--- src/rtl/tdm_demux_1_4_pkg.sv ---
// Shared definitions for the 4-slot TDM demultiplexer: framing states,
// channel count and lane-offset helper.
package tdm_demux_1_4_pkg;

  typedef enum logic {
    HUNT   = 1'b0,
    LOCKED = 1'b1
  } state_t;

  localparam int NUM_CH = 4;
  localparam int SLOT_W = 2;

  // Bit offset of channel ch inside a packed NUM_CH*width lane vector.
  function automatic int unsigned ch_lo(input int unsigned ch, input int unsigned width);
    return ch * width;
  endfunction

endpackage

--- src/rtl/tdm_demux_1_4.sv ---
// 1:4 time-division demultiplexer. Beats are staged per slot in a shadow
// buffer and published to y_out only when a full, correctly framed set arrives.
module tdm_demux_1_4
  import tdm_demux_1_4_pkg::*;
#(
  parameter int unsigned WIDTH = 4
) (
  input  logic                    clk_in,
  input  logic                    rst_in,
  input  logic [WIDTH-1:0]        d_in,
  input  logic                    valid_in,
  input  logic                    sync_in,
  output logic [NUM_CH*WIDTH-1:0] y_out,
  output logic                    frame_valid_out,
  output logic                    lock_out,
  output logic                    err_out
);

  localparam logic [SLOT_W-1:0] LAST_SLOT = SLOT_W'(NUM_CH - 1);
  localparam logic [SLOT_W-1:0] ONE       = SLOT_W'(1);

  state_t                    state;
  logic [SLOT_W-1:0]         slot;
  logic [NUM_CH*WIDTH-1:0]   shadow;

  always_ff @(posedge clk_in) begin
    if (rst_in) begin
      state           <= HUNT;
      slot            <= '0;
      shadow          <= '0;
      y_out           <= '0;
      frame_valid_out <= 1'b0;
      lock_out        <= 1'b0;
      err_out         <= 1'b0;
    end else begin
      frame_valid_out <= 1'b0;
      err_out         <= 1'b0;
      if (valid_in) begin
        case (state)
          HUNT: begin
            // Non-sync beats while hunting are silently dropped.
            if (sync_in) begin
              shadow[ch_lo(0, WIDTH) +: WIDTH] <= d_in;
              slot     <= ONE;
              state    <= LOCKED;
              lock_out <= 1'b1;
            end
          end
          LOCKED: begin
            if (sync_in && (slot != '0)) begin
              // Early sync: abandon the partial frame and restart at channel 0.
              err_out <= 1'b1;
              shadow[ch_lo(0, WIDTH) +: WIDTH] <= d_in;
              slot    <= ONE;
            end else if (!sync_in && (slot == '0)) begin
              err_out  <= 1'b1;
              state    <= HUNT;
              lock_out <= 1'b0;
            end else begin
              shadow[ch_lo(32'(slot), WIDTH) +: WIDTH] <= d_in;
              slot <= slot + ONE;
              if (slot == LAST_SLOT) begin
                y_out           <= {d_in, shadow[3*WIDTH-1:0]};
                frame_valid_out <= 1'b1;
              end
            end
          end
          default: begin
            state    <= HUNT;
            lock_out <= 1'b0;
          end
        endcase
      end
    end
  end

endmodule

--- config.mk ---
export PLATFORM = sky130hd
export DESIGN_NAME = tdm_demux_1_4
export DESIGN_NICKNAME = d
export VERILOG_FILES = /design/src/rtl/tdm_demux_1_4_pkg.sv /design/src/rtl/tdm_demux_1_4.sv
export SDC_FILE = /design/constraint.sdc
export NUM_CORES = 1
export LEC_CHECK = 0
export CAP_MARGIN = 20
export CORE_ASPECT_RATIO = 1.75
export CORE_MARGIN = 1
export CORE_UTILIZATION = 45
export DETAILED_ROUTE_END_ITERATION = 8
export PLACE_DENSITY = 0.82
export SLEW_MARGIN = 40
export SYNTH_ARGS = -nofsm -noshare
export SYNTH_HDL_FRONTEND = slang
export SYNTH_SLANG_ARGS = --single-unit
export TNS_END_PERCENT = 10
--- constraint.sdc ---
create_clock -name clk_in -period 2.2 [get_ports clk_in]
set_input_delay 0.33 -clock clk_in [delete_from_list [all_inputs] [get_ports clk_in]]
set_output_delay 0.33 -clock clk_in [all_outputs]
set_load 0.02 [all_outputs]
==> results_dict.tcl, run 1 <==
set metrics [dict create \
    wire_per_inst_um 12.5 \
    cp_cell_sequence "inv_1 -> ha_1 -> inv_1 -> ha_1 -> and2b_1 -> buf_4 -> a21oi_2 -> nand2_1 -> o32ai_1" \
    post_cts.resized_instances 0 \
    powerDensity_nw_per_um2 685 \
    report.final.slew_viol_count 0 \
    yosys_warnings 0 \
    rd_place_congestion 0.834 \
    timing.critical_path.from_type "flip-flop" \
    max_freq_ghz 0.531 \
    cts.htree.levels 2 \
    layout.cells.most_common "sky130_fd_sc_hd__nand2_1" \
    fin_skew_ps 5.53 \
    seqPwrFrac 0.489 \
    area_delta_synth_final_pct 29.1 \
    final_antenna_net_count 0 \
    timing.hold.worst.class "flip-flop to flip-flop" \
    detailedRoute.firstPassIterationCount 5 \
    critical_path_peak_fanout 5 \
    initial_core_utilization 0.469 \
    cts_tree "done" \
    cpPeakStageDelay_ps 350 \
    grt_pass1_vias 1157 \
    net_count_of_the_mapped_netlist 179 \
    timing.hold.ws_ps 453 \
    critical_path_required_ps 2400 \
    port_buffers 26 \
    commonest_cells_after_routing_fill_and_taps_aside "sky130_fd_sc_hd__nand2_1, sky130_fd_sc_hd__dfxtp_1, sky130_fd_sc_hd__clkdlybuf4s50_1, sky130_fd_sc_hd__a21oi_1, sky130_fd_sc_hd__a21oi_2" \
    synthArstFlopShare 0 \
    yosysUniqueCellTypes 30 \
    postSynthRegisterBits 34 \
    postCtsHoldBufs 0 \
    grt_util_all_layers 0.206 \
    count_of_max_cap_constraint_violations 0 \
    endpoint_kind "flip-flop" \
    clkSlewWorstSetupHoldPaths_ps 60 \
    drive_gt1_frac 0.141 \
    clock_latency_ps 290 \
    power.net_switching_w 0.000281 \
    antenna_found_initial 0 \
    post-cts-setup-buffers 0 \
    tritoncts.num_buffers 5 \
    clockPowerShare 0.433 \
    maximum_ir_drop_on_the_vdd_rail_mv 0.806 \
    clockRootBuffer "sky130_fd_sc_hd__clkbuf_8" \
    timing.final.crit_period_ps 1880 \
    finalSetupViolCount 0 \
    final_net_count 212 \
    avgViaCountPerCell 5.01 \
    run_status "complete, no violations" \
    cts.sink_count 34 \
    grt.overflow.total 0 \
    worstPathArrival_ps 2080 \
    timing.final.hold_violations 0 \
    timing.setup.critical_path_class "flip-flop to flip-flop" \
    min_period_over_period 0.856 \
    synth_cells 164 \
    floorplan.rows 27 \
    drc 0 \
    grt_setup_unrepaired "no" \
    synth-seq-area-share 0.467 \
    floorplan.core_area_um2 3110 \
    relSlewSlack 0.767 \
    worst_pin_slew_ps 344 \
    vias 1208 \
    place.detailed.hpwl_mm 2.14 \
    numPlacedInstances 233 \
    pin_count 27 \
    die-width_um 45.0 \
    dominantRegCellSynth "sky130_fd_sc_hd__dfxtp_1" \
    antenna_cells_inserted 0 \
    cts.path.max_buffers 2 \
    fillCellCount 295 \
    per_instance_average_area_after_synthesis_um2 8.90 \
    synth_edf_count 0 \
    netSwitchingFraction 0.218 \
    sum_of_negative_setup_slack_ps 0 \
    drt_iter0_drc 42 \
    dieArea_um2 3480 \
    critical-path-slowest-cell "sky130_fd_sc_hd__dfxtp_1" \
    largest_net_degree_at_the_start_of_global_routing 17 \
    power.share.combinational 0.079 \
    die_height_um 77.3 \
    report.power.total_w 0.00129 \
    grt_first_pass_wirelength_mm 5.13 \
    internal_power_w 0.00101 \
    totalWireLength_mm 3.00 \
    power.leakage_nw 0.659 \
    netlist_area_um2 1460 \
    finalNonFillerCells 241 \
]
[worst paths after layout]
path,startpoint,endpoint,slack [ps],depth (start not counted)
setup / recovery,slot[1],shadow[0],320,9
hold / removal,shadow[9],shadow[9],450,2
setup reg to reg,slot[1],shadow[0],320,9
hold reg to reg,shadow[9],shadow[9],450,2
[critical path, delay by kind of cell (launching register included)]
| family | cells | cell delay (ps) |
|---|---|---|
| DFF | 1 | 350 |
| AOI/OAI and AO/OA | 2 | 350 |
| and+or+nand+nor | 2 | 330 |
| buffers and inverters | 3 | 350 |
| adders and majority gates | 2 | 420 |
[kinds of logic (layout without fill, tap and decap cells)]
logic type | after synthesis | after routing | synth area share
and+or+nand+nor | 68 | 68 | 0.223
AOI/OAI and AO/OA | 38 | 38 | 0.178
DFF | 34 | 34 | 0.467
buffers and inverters | 16 | 50 | 0.0652
adders and majority gates | 7 | 7 | 0.0600
muxes | 1 | 1 | 0.00772
[cell type report]
type	count	area (um2)	share of cell area
multi-input combinational	114	683	0.363
timing repair buffer	33	325	0.173
inverter	9	33.8	0.0179
sequential	34	681	0.361
clock buffer	7	76.3	0.0405
tap	43	53.8	0.0286
clock inverter	1	30.0	0.0159
[through the flow]
| stage | utilization | area, um2 | setup slack, ps |
|---|---|---|---|
| 6_report | 0.606 | 1880 | 318 |
| 2_1_floorplan | - | 1460 | 303 |
| 5_1_grt | 0.606 | 1880 | 96.2 |
| 3_3_place_gp | 0.572 | 1780 | 246 |
| 3_5_place_dp | 0.572 | 1780 | 207 |
| 4_1_cts | 0.606 | 1880 | 327 |
[per-layer routing]
layer / up-vias / global-route usage / share of wire
li1: 614 / - / -
met1: 562 / 0.217 / 0.40
met2: 25 / 0.342 / 0.54
met3: 7 / 0.0565 / 0.030
met4: 0 / 0.124 / 0.027
met5: - / 0 / 0
[state kept, by name, summed over array words and instances (netlist names)]
| name | flops |
|---|---|
| y_out | 16 |
| shadow | 12 |
| slot | 2 |
| err_out | 1 |
| frame_valid_out | 1 |
| lock_out | 1 |
| state | 1 |
[cell usage after synthesis (2+ instances only)]
library cell               number  area, um2
sky130_fd_sc_hd__a21oi_2       11       96.3
sky130_fd_sc_hd__nor2_1         3       11.3
sky130_fd_sc_hd__nand2b_1       5       31.3
sky130_fd_sc_hd__nand3b_1       5       37.5
sky130_fd_sc_hd__nand2_1       43        161
sky130_fd_sc_hd__a21oi_1       12       60.1
sky130_fd_sc_hd__o32ai_1        4       35.0
sky130_fd_sc_hd__nand3_1        4       20.0
sky130_fd_sc_hd__dfxtp_1       34        681
sky130_fd_sc_hd__inv_1          9       33.8
sky130_fd_sc_hd__ha_1           7       87.6
sky130_fd_sc_hd__clkbuf_1       2       7.51
sky130_fd_sc_hd__buf_4          3       22.5
sky130_fd_sc_hd__o21ai_0        6       30.0
[power by group through the flow]
stage                     clock network [W]  registers, W  logic (W)
after detailed placement                  0      0.000644  0.0000995
after floorplan                           0      0.000646  0.0000555
after CTS                          0.000573      0.000630   0.000100
after global routing               0.000597      0.000631   0.000113
after global placement                    0      0.000644  0.0000986
final                              0.000558      0.000630   0.000101
No activity file was read; power rests on OpenSTA's default activity.
==> run 2: changes to the inputs <==
Settings changed: DONT_BUFFER_PORTS set to 1, PLACE_DENSITY 0.82 to 0.72.
==> run 2 against run 1 <==
First-iteration DRC count fell by 19%. Power fell by 3.9%. Global-route usage fell by 2.1 points. Critical path depth fell by 1. Routed wire length fell by 7.3%. Final area fell by 17%. Die area did not move. Setup slack got worse by 72 ps. Clock power fell by 2%. Sequential share of layout area rose by 7.3 points. Core utilization fell by 10 points. Largest cell class unchanged.
==> results_dict.tcl, run 2 (synthesis results as in run 1) <==
set metrics [dict create \
    largest_net_degree_at_the_start_of_global_routing 38 \
    avgViaCountPerCell 5.25 \
    area_delta_synth_final_pct 7.63 \
    netSwitchingFraction 0.203 \
    max_flop_register "y_out" \
    final_antenna_net_count 0 \
    endpoint_kind "flip-flop" \
    place.detailed.hpwl_mm 2.05 \
    initial_core_utilization 0.469 \
    r2r_end "slot[1]" \
    timing.hold.worst.class "input port to flip-flop" \
    seqPwrFrac 0.512 \
    power.share.combinational 0.045 \
    sum_of_negative_setup_slack_ps 0 \
    drt_iter0_drc 34 \
    utilization_of_the_core_after_routing 0.505 \
    power.net_switching_w 0.000251 \
    grt.met2_usage 0.320 \
    worstPathArrival_ps 2180 \
    clock_latency_ps 280 \
    grt_setup_unrepaired "no" \
    powerDensity_nw_per_um2 789 \
    detailedRoute.firstPassIterationCount 4 \
    grt_first_pass_wirelength_mm 4.73 \
    count_of_max_cap_constraint_violations 0 \
    floorplan.rows 27 \
    finalSetupViolCount 0 \
    worst-r2r-setup-slack_ps 250 \
    die_height_um 77.3 \
    globalRouteMet3Util 0.0612 \
    grt.overflow.total 0 \
    drc 0 \
    min_from "rst_in" \
    pin_count 27 \
    cts.path.max_buffers 2 \
    port_buffers 0 \
    timing.critical_path.from_type "flip-flop" \
    min_period_over_period 0.888 \
    hold_path_end "y_out[12]" \
    critical_path.reg2reg.startpoint "slot[0]" \
    commonest_cells_after_routing_fill_and_taps_aside "sky130_fd_sc_hd__nand2_1, sky130_fd_sc_hd__dfxtp_1, sky130_fd_sc_hd__a21oi_2, sky130_fd_sc_hd__a21oi_1, sky130_fd_sc_hd__inv_1" \
    cts.sink_count 34 \
    power.leakage_nw 0.530 \
    r2r_cells 8 \
    dieArea_um2 3480 \
    cp_cell_sequence "inv_1 -> ha_1 -> inv_1 -> ha_1 -> and2b_1 -> a21oi_2 -> mux2_2 -> nor2_1" \
    maximum_ir_drop_on_the_vdd_rail_mv 0.400 \
    rd_place_congestion 0.806 \
    grt_util_all_layers 0.185 \
    clkSlewWorstSetupHoldPaths_ps 70 \
    cts_tree "done" \
    totalWireLength_mm 2.79 \
    wire_per_inst_um 13.3 \
    internal_power_w 0.000988 \
    critical-path-slowest-cell "sky130_fd_sc_hd__dfxtp_2" \
    vias 1098 \
    cpPeakStageDelay_ps 380 \
    largest_registers "y_out x16, shadow x12, slot x2" \
    antenna_cells_inserted 0 \
    die-width_um 45.0 \
    grt-busiest-layer "met2" \
    relSlewSlack 0.728 \
    timing.setup.critical_path_class "flip-flop to flip-flop" \
    critical_path_required_ps 2420 \
    grt_pass1_vias 1073 \
    clockPowerShare 0.443 \
    drive_gt1_frac 0.145 \
    floorplan.core_area_um2 3110 \
    report.final.slew_viol_count 0 \
    critical_path_peak_fanout 7 \
    clockRootBuffer "sky130_fd_sc_hd__clkbuf_8" \
    globalRouteMet1Util 0.186 \
    whs_path_depth 1 \
    tritoncts.num_buffers 5 \
    max_freq_ghz 0.512 \
    largest_reg_flops 16 \
    fillCellCount 316 \
    post_dp_cell_area_um2 1460 \
    timing.final.hold_violations 0 \
    final_net_count 180 \
    timing.hold.ws_ps 104 \
    worst_pin_slew_ps 404 \
    antenna_found_initial 0 \
    timing.final.crit_period_ps 1950 \
    run_status "complete, no violations" \
    stdcell_area_um2 1570 \
    layout.cells.most_common "sky130_fd_sc_hd__nand2_1" \
    cts.htree.levels 2 \
    fin_skew_ps 4.84 \
]
==> run 2: cell types whose count changed in the layout (fill, tap and decap cells not counted), sizes merged <==
cell / before / now
clkdlybuf4s50: 26 / 0
buf: 7 / 1
==> run 2: routing by layer <==
layer	share of wire	up-vias	routed length (um)
li1	-	552	-
met1	0.38	510	1070
met2	0.54	29	1520
met3	0.047	7	132
met4	0.025	0	70
met5	0	-	0
==> run 2: area by class of cell <==
class	count	area (um2)	area share
multi-input combinational	114	687	0.437
clock inverter	1	30.0	0.0191
clock buffer	7	76.3	0.0486
tap	43	53.8	0.0343
inverter	9	33.8	0.0215
timing repair buffer	1	7.51	0.00478
sequential	34	682	0.434
==> run 2: worst max-delay path: cells and delay by family, from the launching register on <==
kind / cells / cell delay (ps)
muxes: 1 / 350
adders and majority gates: 2 / 440
DFF: 1 / 380
AOI/OAI and AO/OA: 1 / 210
buffers and inverters: 2 / 190
and+or+nand+nor: 2 / 330
==> run 2: what timing repair did <==
item / 4_1_cts / 5_1_grt
endpoints found under the setup margin: 0 / 1
setup buffers: 0 / 0
resized for setup: 0 / 2
hold buffers: 0 / 0
==> run 2: worst max-delay path by stage <==
stage / from / endpoint / slack [ps]
floorplan: slot[0] / slot[1] / 300
global placement: slot[0] / slot[1] / 210
detailed placement: slot[0] / slot[1] / 100
CTS: slot[0] / slot[1] / 80
global route: slot[0] / slot[1] / 80
finish: slot[0] / slot[1] / 250
==> run 2: per-stage QoR <==
stage / setup WS (ps) / instances / power, W
6_report: 245 / 209 / 0.00124
3_5_place_dp: 101 / 201 / 0.000702
5_1_grt: 84.3 / 209 / 0.00129
4_1_cts: 76.4 / 209 / 0.00125
2_1_floorplan: 303 / 164 / 0.000702
3_3_place_gp: 208 / 201 / 0.000700
==> run 2: power by group through the flow <==
stage	sequential, W	clock, W	combinational [W]
final	0.000635	0.000549	0.0000554
after global routing	0.000636	0.000595	0.0000622
after CTS	0.000634	0.000562	0.0000545
after detailed placement	0.000648	0	0.0000540
after global placement	0.000648	0	0.0000521
after floorplan	0.000646	0	0.0000555
==> patch 1 (settings of run 2) <==
Reset style: asynchronous (`rst_in`), changed in one clocked block.
--- a/src/rtl/tdm_demux_1_4.sv
+++ b/src/rtl/tdm_demux_1_4.sv
@@ -23,7 +23,7 @@
   logic [SLOT_W-1:0]         slot;
   logic [NUM_CH*WIDTH-1:0]   shadow;
 
-  always_ff @(posedge clk_in) begin
+  always_ff @(posedge clk_in or posedge rst_in) begin
     if (rst_in) begin
       state           <= HUNT;
       slot            <= '0;
Function: differs if rst_in is asserted again (counterexample within 4 cycles, from zero or initial values and one cycle with rst_in high); with rst_in held inactive, the same outputs for 10 cycles.
==> patch 1 against run 2 <==
  * Worst hold slack worse by 0.083 ns
  * Setup slack worse by 0.013 ns
  * Non-clock buffer count up 1
  * Sequential share of layout area up 7.8 points
  * Sequential cell count unchanged
  * First-iteration DRC count down 59%
  * Cell area up 5.7%
  * Core utilization up 1.2 points
  * Final cell count down 21%
  * Global-route usage down 2.1 points
  * Synthesized area up 5.7%
  * Routed wire length down 7.8%
Power is not compared: it rests on default switching activity, and its combinational part moved more than twofold at a synthesized area within 25%.
==> patch 1: results (changes against run 2) <==
Clk Latency, worst-skew pair: 0.28 ns (about the same)
DP Area: 1580 sq um (+8.4%)
CP peak stage delay: 0.45 ns (+0.07 ns)
Fraction of registers with async set/reset: 100% (+100 points)
Antenna diode count: 0 (unchanged)
Detailed Route Iter0 Violations: 14 (-59%)
Slowest CP cell: dfrtp_1
Min-Delay Path Class: input port to asynchronous set/reset pin
Largest net degree at the start of global routing: 35 (-7.9%)
Htree depth: 2 (unchanged)
Area contributors post-synth: dfrtp_1 55%, mux2_4 9.7%, mux2i_1 5.8%, mux2_2 4.4%, ha_1 4.1%
Yosys cell types: 24 (-20%)
HPWL after DPL: 1920 um (-6.4%)
WP data arrival: 2.13 ns (-0.05 ns)
Number of global-route vias before repair: 921 (-14%)
Slew margin rel.: 54.1% (-19 points)
Global Route Usage Sum: 16.4% (-2.1 points)
Critical Path Fanout Max: 16 (+9)
CP top delay family: simple AND/OR/NAND/NOR gates
Post-Route WL: 2570 um (-7.8%)
First-pass GRT wire length: 4150 um (-12%)
Sequential fraction of the synthesis area: 55.2% (+8.5 points)
Layout cells sized above 1: 20.3% (+5.9 points)
Vias: 885 (-19%)
Clock Skews: 0.00306 ns (-0.00178 ns)
# fillers: 295 (-6.6%)
Leakage Power: 0.828 nW
Status: finished, final reports clean
Gpl congestion: 0.874 (+8.3%)
Period minus WS final: 1.97 ns (+0.0131 ns)
PortBufs: 0 (unchanged)
Clk buf depth: 2 (unchanged)
Top cells by instance count after synthesis: 34 x dfrtp_1, 12 x inv_1, 10 x mux2_4
Nets: 136 (-24%)
Synth Net Count: 130 (-27%)
Cells after Synth: 117 (-29%)
Pre-Repair DR Iteration Count: 4 (unchanged)
Clock Tree Root: clkbuf_8
Largest regs: y_out (16), shadow (12), slot (2)
Pre-CTS worst setup slack: 0.247 ns (+0.146 ns)
CTS Buf Count: 5 (unchanged)
[patch 1: cell families (layout without fill, tap and decap cells)]
kind of cell             Yosys count  in the layout  share of synthesized area (%)
AO/OA/AOI/OAI                     11             11                           5.11
buffers and inverters             15             21                           5.68
multiplexers                      25             25                           20.0
adder cells (fa/ha/maj)            5              5                           4.06
AND/OR/NAND/NOR                   27             27                           10.1
flip-flops                        34             34                           55.2
[patch 1: worst paths after layout]
| kind | endpoint | cells past startpoint | start |
|---|---|---|---|
| max reg2reg | y_out[0] | 6 | slot[0] |
| max | y_out[0] | 6 | slot[0] |
| min in group clk_in | state | 1 | valid_in |
| min reg2reg | y_out[4] | 1 | shadow[4] |
| max in group asynchronous | lock_out | 2 | rst_in |
| min | frame_valid_out | 2 | rst_in |
[patch 1: routing by layer]
| metal | GRT usage, % | up-vias | share of wire [%] |
|---|---|---|---|
| li1 | - | 414 | - |
| met1 | 17.4 | 433 | 39 |
| met2 | 25.8 | 26 | 52 |
| met3 | 5.43 | 12 | 4.0 |
| met4 | 11.8 | 0 | 4.3 |
| met5 | 0 | - | 0 |
[patch 1: per-stage QoR]
step | cells | utilization, % | hold WS (ns)
6_report | 166 | 51.7 | 0.0212
5_1_grt | 166 | 51.7 | 0.0648
4_1_cts | 166 | 51.7 | 0.0406
3_5_place_dp | 159 | 49.3 | 0.344
3_3_place_gp | 159 | 49.3 | 0.330
2_1_floorplan | 117 | - | 0.437
[patch 1: worst reg2reg max path, delay by kind of cell (launching register included)]
kind	cells	cell delay, ns
adder cells (fa/ha/maj)	1	0.24
multiplexers	1	0.35
AND/OR/NAND/NOR	2	0.50
buffers and inverters	2	0.33
flip-flops	1	0.45
[patch 1: final cells by class]
cell class | count | share of cell area, %
clock inverter | 2 | 0.603
multi-input combinational | 68 | 36.4
tap | 43 | 3.24
sequential | 34 | 51.2
inverter | 12 | 2.71
timing repair buffer | 2 | 1.66
clock buffer | 5 | 4.14
[patch 1: power groups by stage]
| stage | clock, mW | combinational (mW) | sequential (mW) |
|---|---|---|---|
| finish | 0.418 | 0.602 | 1.25 |
| global route | 0.462 | 0.670 | 1.29 |
| CTS | 0.431 | 0.609 | 1.26 |
| detailed placement | 0 | 0.604 | 1.27 |
| global placement | 0 | 0.575 | 1.26 |
| floorplan | 0 | 0.527 | 1.21 |
==> patch 2 (flow settings as in run 2) <==
Without the edit above. Change the parameter `WIDTH` from 4 to 6.
--- a/src/rtl/tdm_demux_1_4.sv
+++ b/src/rtl/tdm_demux_1_4.sv
@@ -3,7 +3,7 @@
 module tdm_demux_1_4
   import tdm_demux_1_4_pkg::*;
 #(
-  parameter int unsigned WIDTH = 4
+  parameter int unsigned WIDTH = 6
 ) (
   input  logic                    clk_in,
   input  logic                    rst_in,
Ports: changed (resized d_in and y_out); port bits go from 27 to 37. The function was not compared with the original's and may differ.
==> patch 2 against run 2 <==
  * Power up 28%
  * Routed wire length up 69%
  * Synthesized area up 48%
  * Critical path depth down 1
  * Die area up 46%
  * Setup slack worse by 0.031 ns
  * Cell area up 46%
  * Clock skew up 0.0012 ns
  * Sequential cell count up 14
  * Largest cell class unchanged
==> patch 2: results (changes against run 2) <==
Synth Register Bits: 48 (+41%)
Final hold slack: 0.0939 ns (-0.00998 ns)
VDD IR max: 0.000680 V (+70%)
Clk Latency, worst-skew pair: 0.30 ns (+0.02 ns)
Top cells by instance count after synthesis: 53 x nand2_1, 48 x dfxtp_1, 27 x a21oi_1
RR Startpoint: slot[1]
Vias: 1679 (+53%)
Area of the multi-input gates: 1080 sq um (+58%)
R2R depth: 7 (-1)
DP Area: 2200 sq um (+51%)
Met1 Usage GRT: 23.5% (+4.9 points)
Area contributors post-synth: dfxtp_1 45%, nand2_1 9.2%, a21oi_1 6.3%, ha_1 4.6%, a22oi_1 4.5%
Leakage Power: 0.790 nW (+49%)
M1 WL: 1880 um (+76%)
HPWL after DPL: 3470 um (+69%)
Clk pwr share: 33.3% (-11 points)
Status: finished, final reports clean
WL per Instance: 16.0 um (+20%)
Seq. cell area: 961 sq um (+41%)
Met2 Use GR: 35.6% (+3.5 points)
ClkCell Share: 3.99% (-2.8 points)
CP peak stage delay: 0.40 ns (+0.02 ns)
Slowest CP cell: dfxtp_1
Avg Inst Size Synth: 8.88 sq um (-0.21%)
Min-Delay Endpoint: y_out[11]
Final period utilization: 90.3% (+1.4 points)
P_seq: 0.895 mW (+41%)
Clock Skews: 0.00599 ns (+0.00115 ns)
Nets: 262 (+46%)
Largest net degree at the start of global routing: 49 (+29%)
patch 2: changes by cell type after synthesis, moves of 4 or more:
cell	change
o2bb2ai_1	+4
o21ai_0	-4
a21oi_1	+15
a21oi_2	-9
mux2i_1	+5
nand3b_1	-4
dfxtp_1	+14
o32ai_1	-4
a211oi_1	+4
nand2_1	+10
nand3_1	-4
a22oi_1	+12
nor2_1	+20
clkbuf_1	+4
patch 2: cells by family (layout without fill, tap and decap cells):
logic type | after synthesis | count (layout) | share of synthesized area (%)
muxes | 5 | 5 | 2.32
and+or+nand+nor | 97 | 97 | 22.6
buffers and inverters | 21 | 22 | 5.34
AOI/OAI and AO/OA | 64 | 64 | 20.5
adders and majority gates | 8 | 8 | 4.64
DFF | 48 | 48 | 44.5
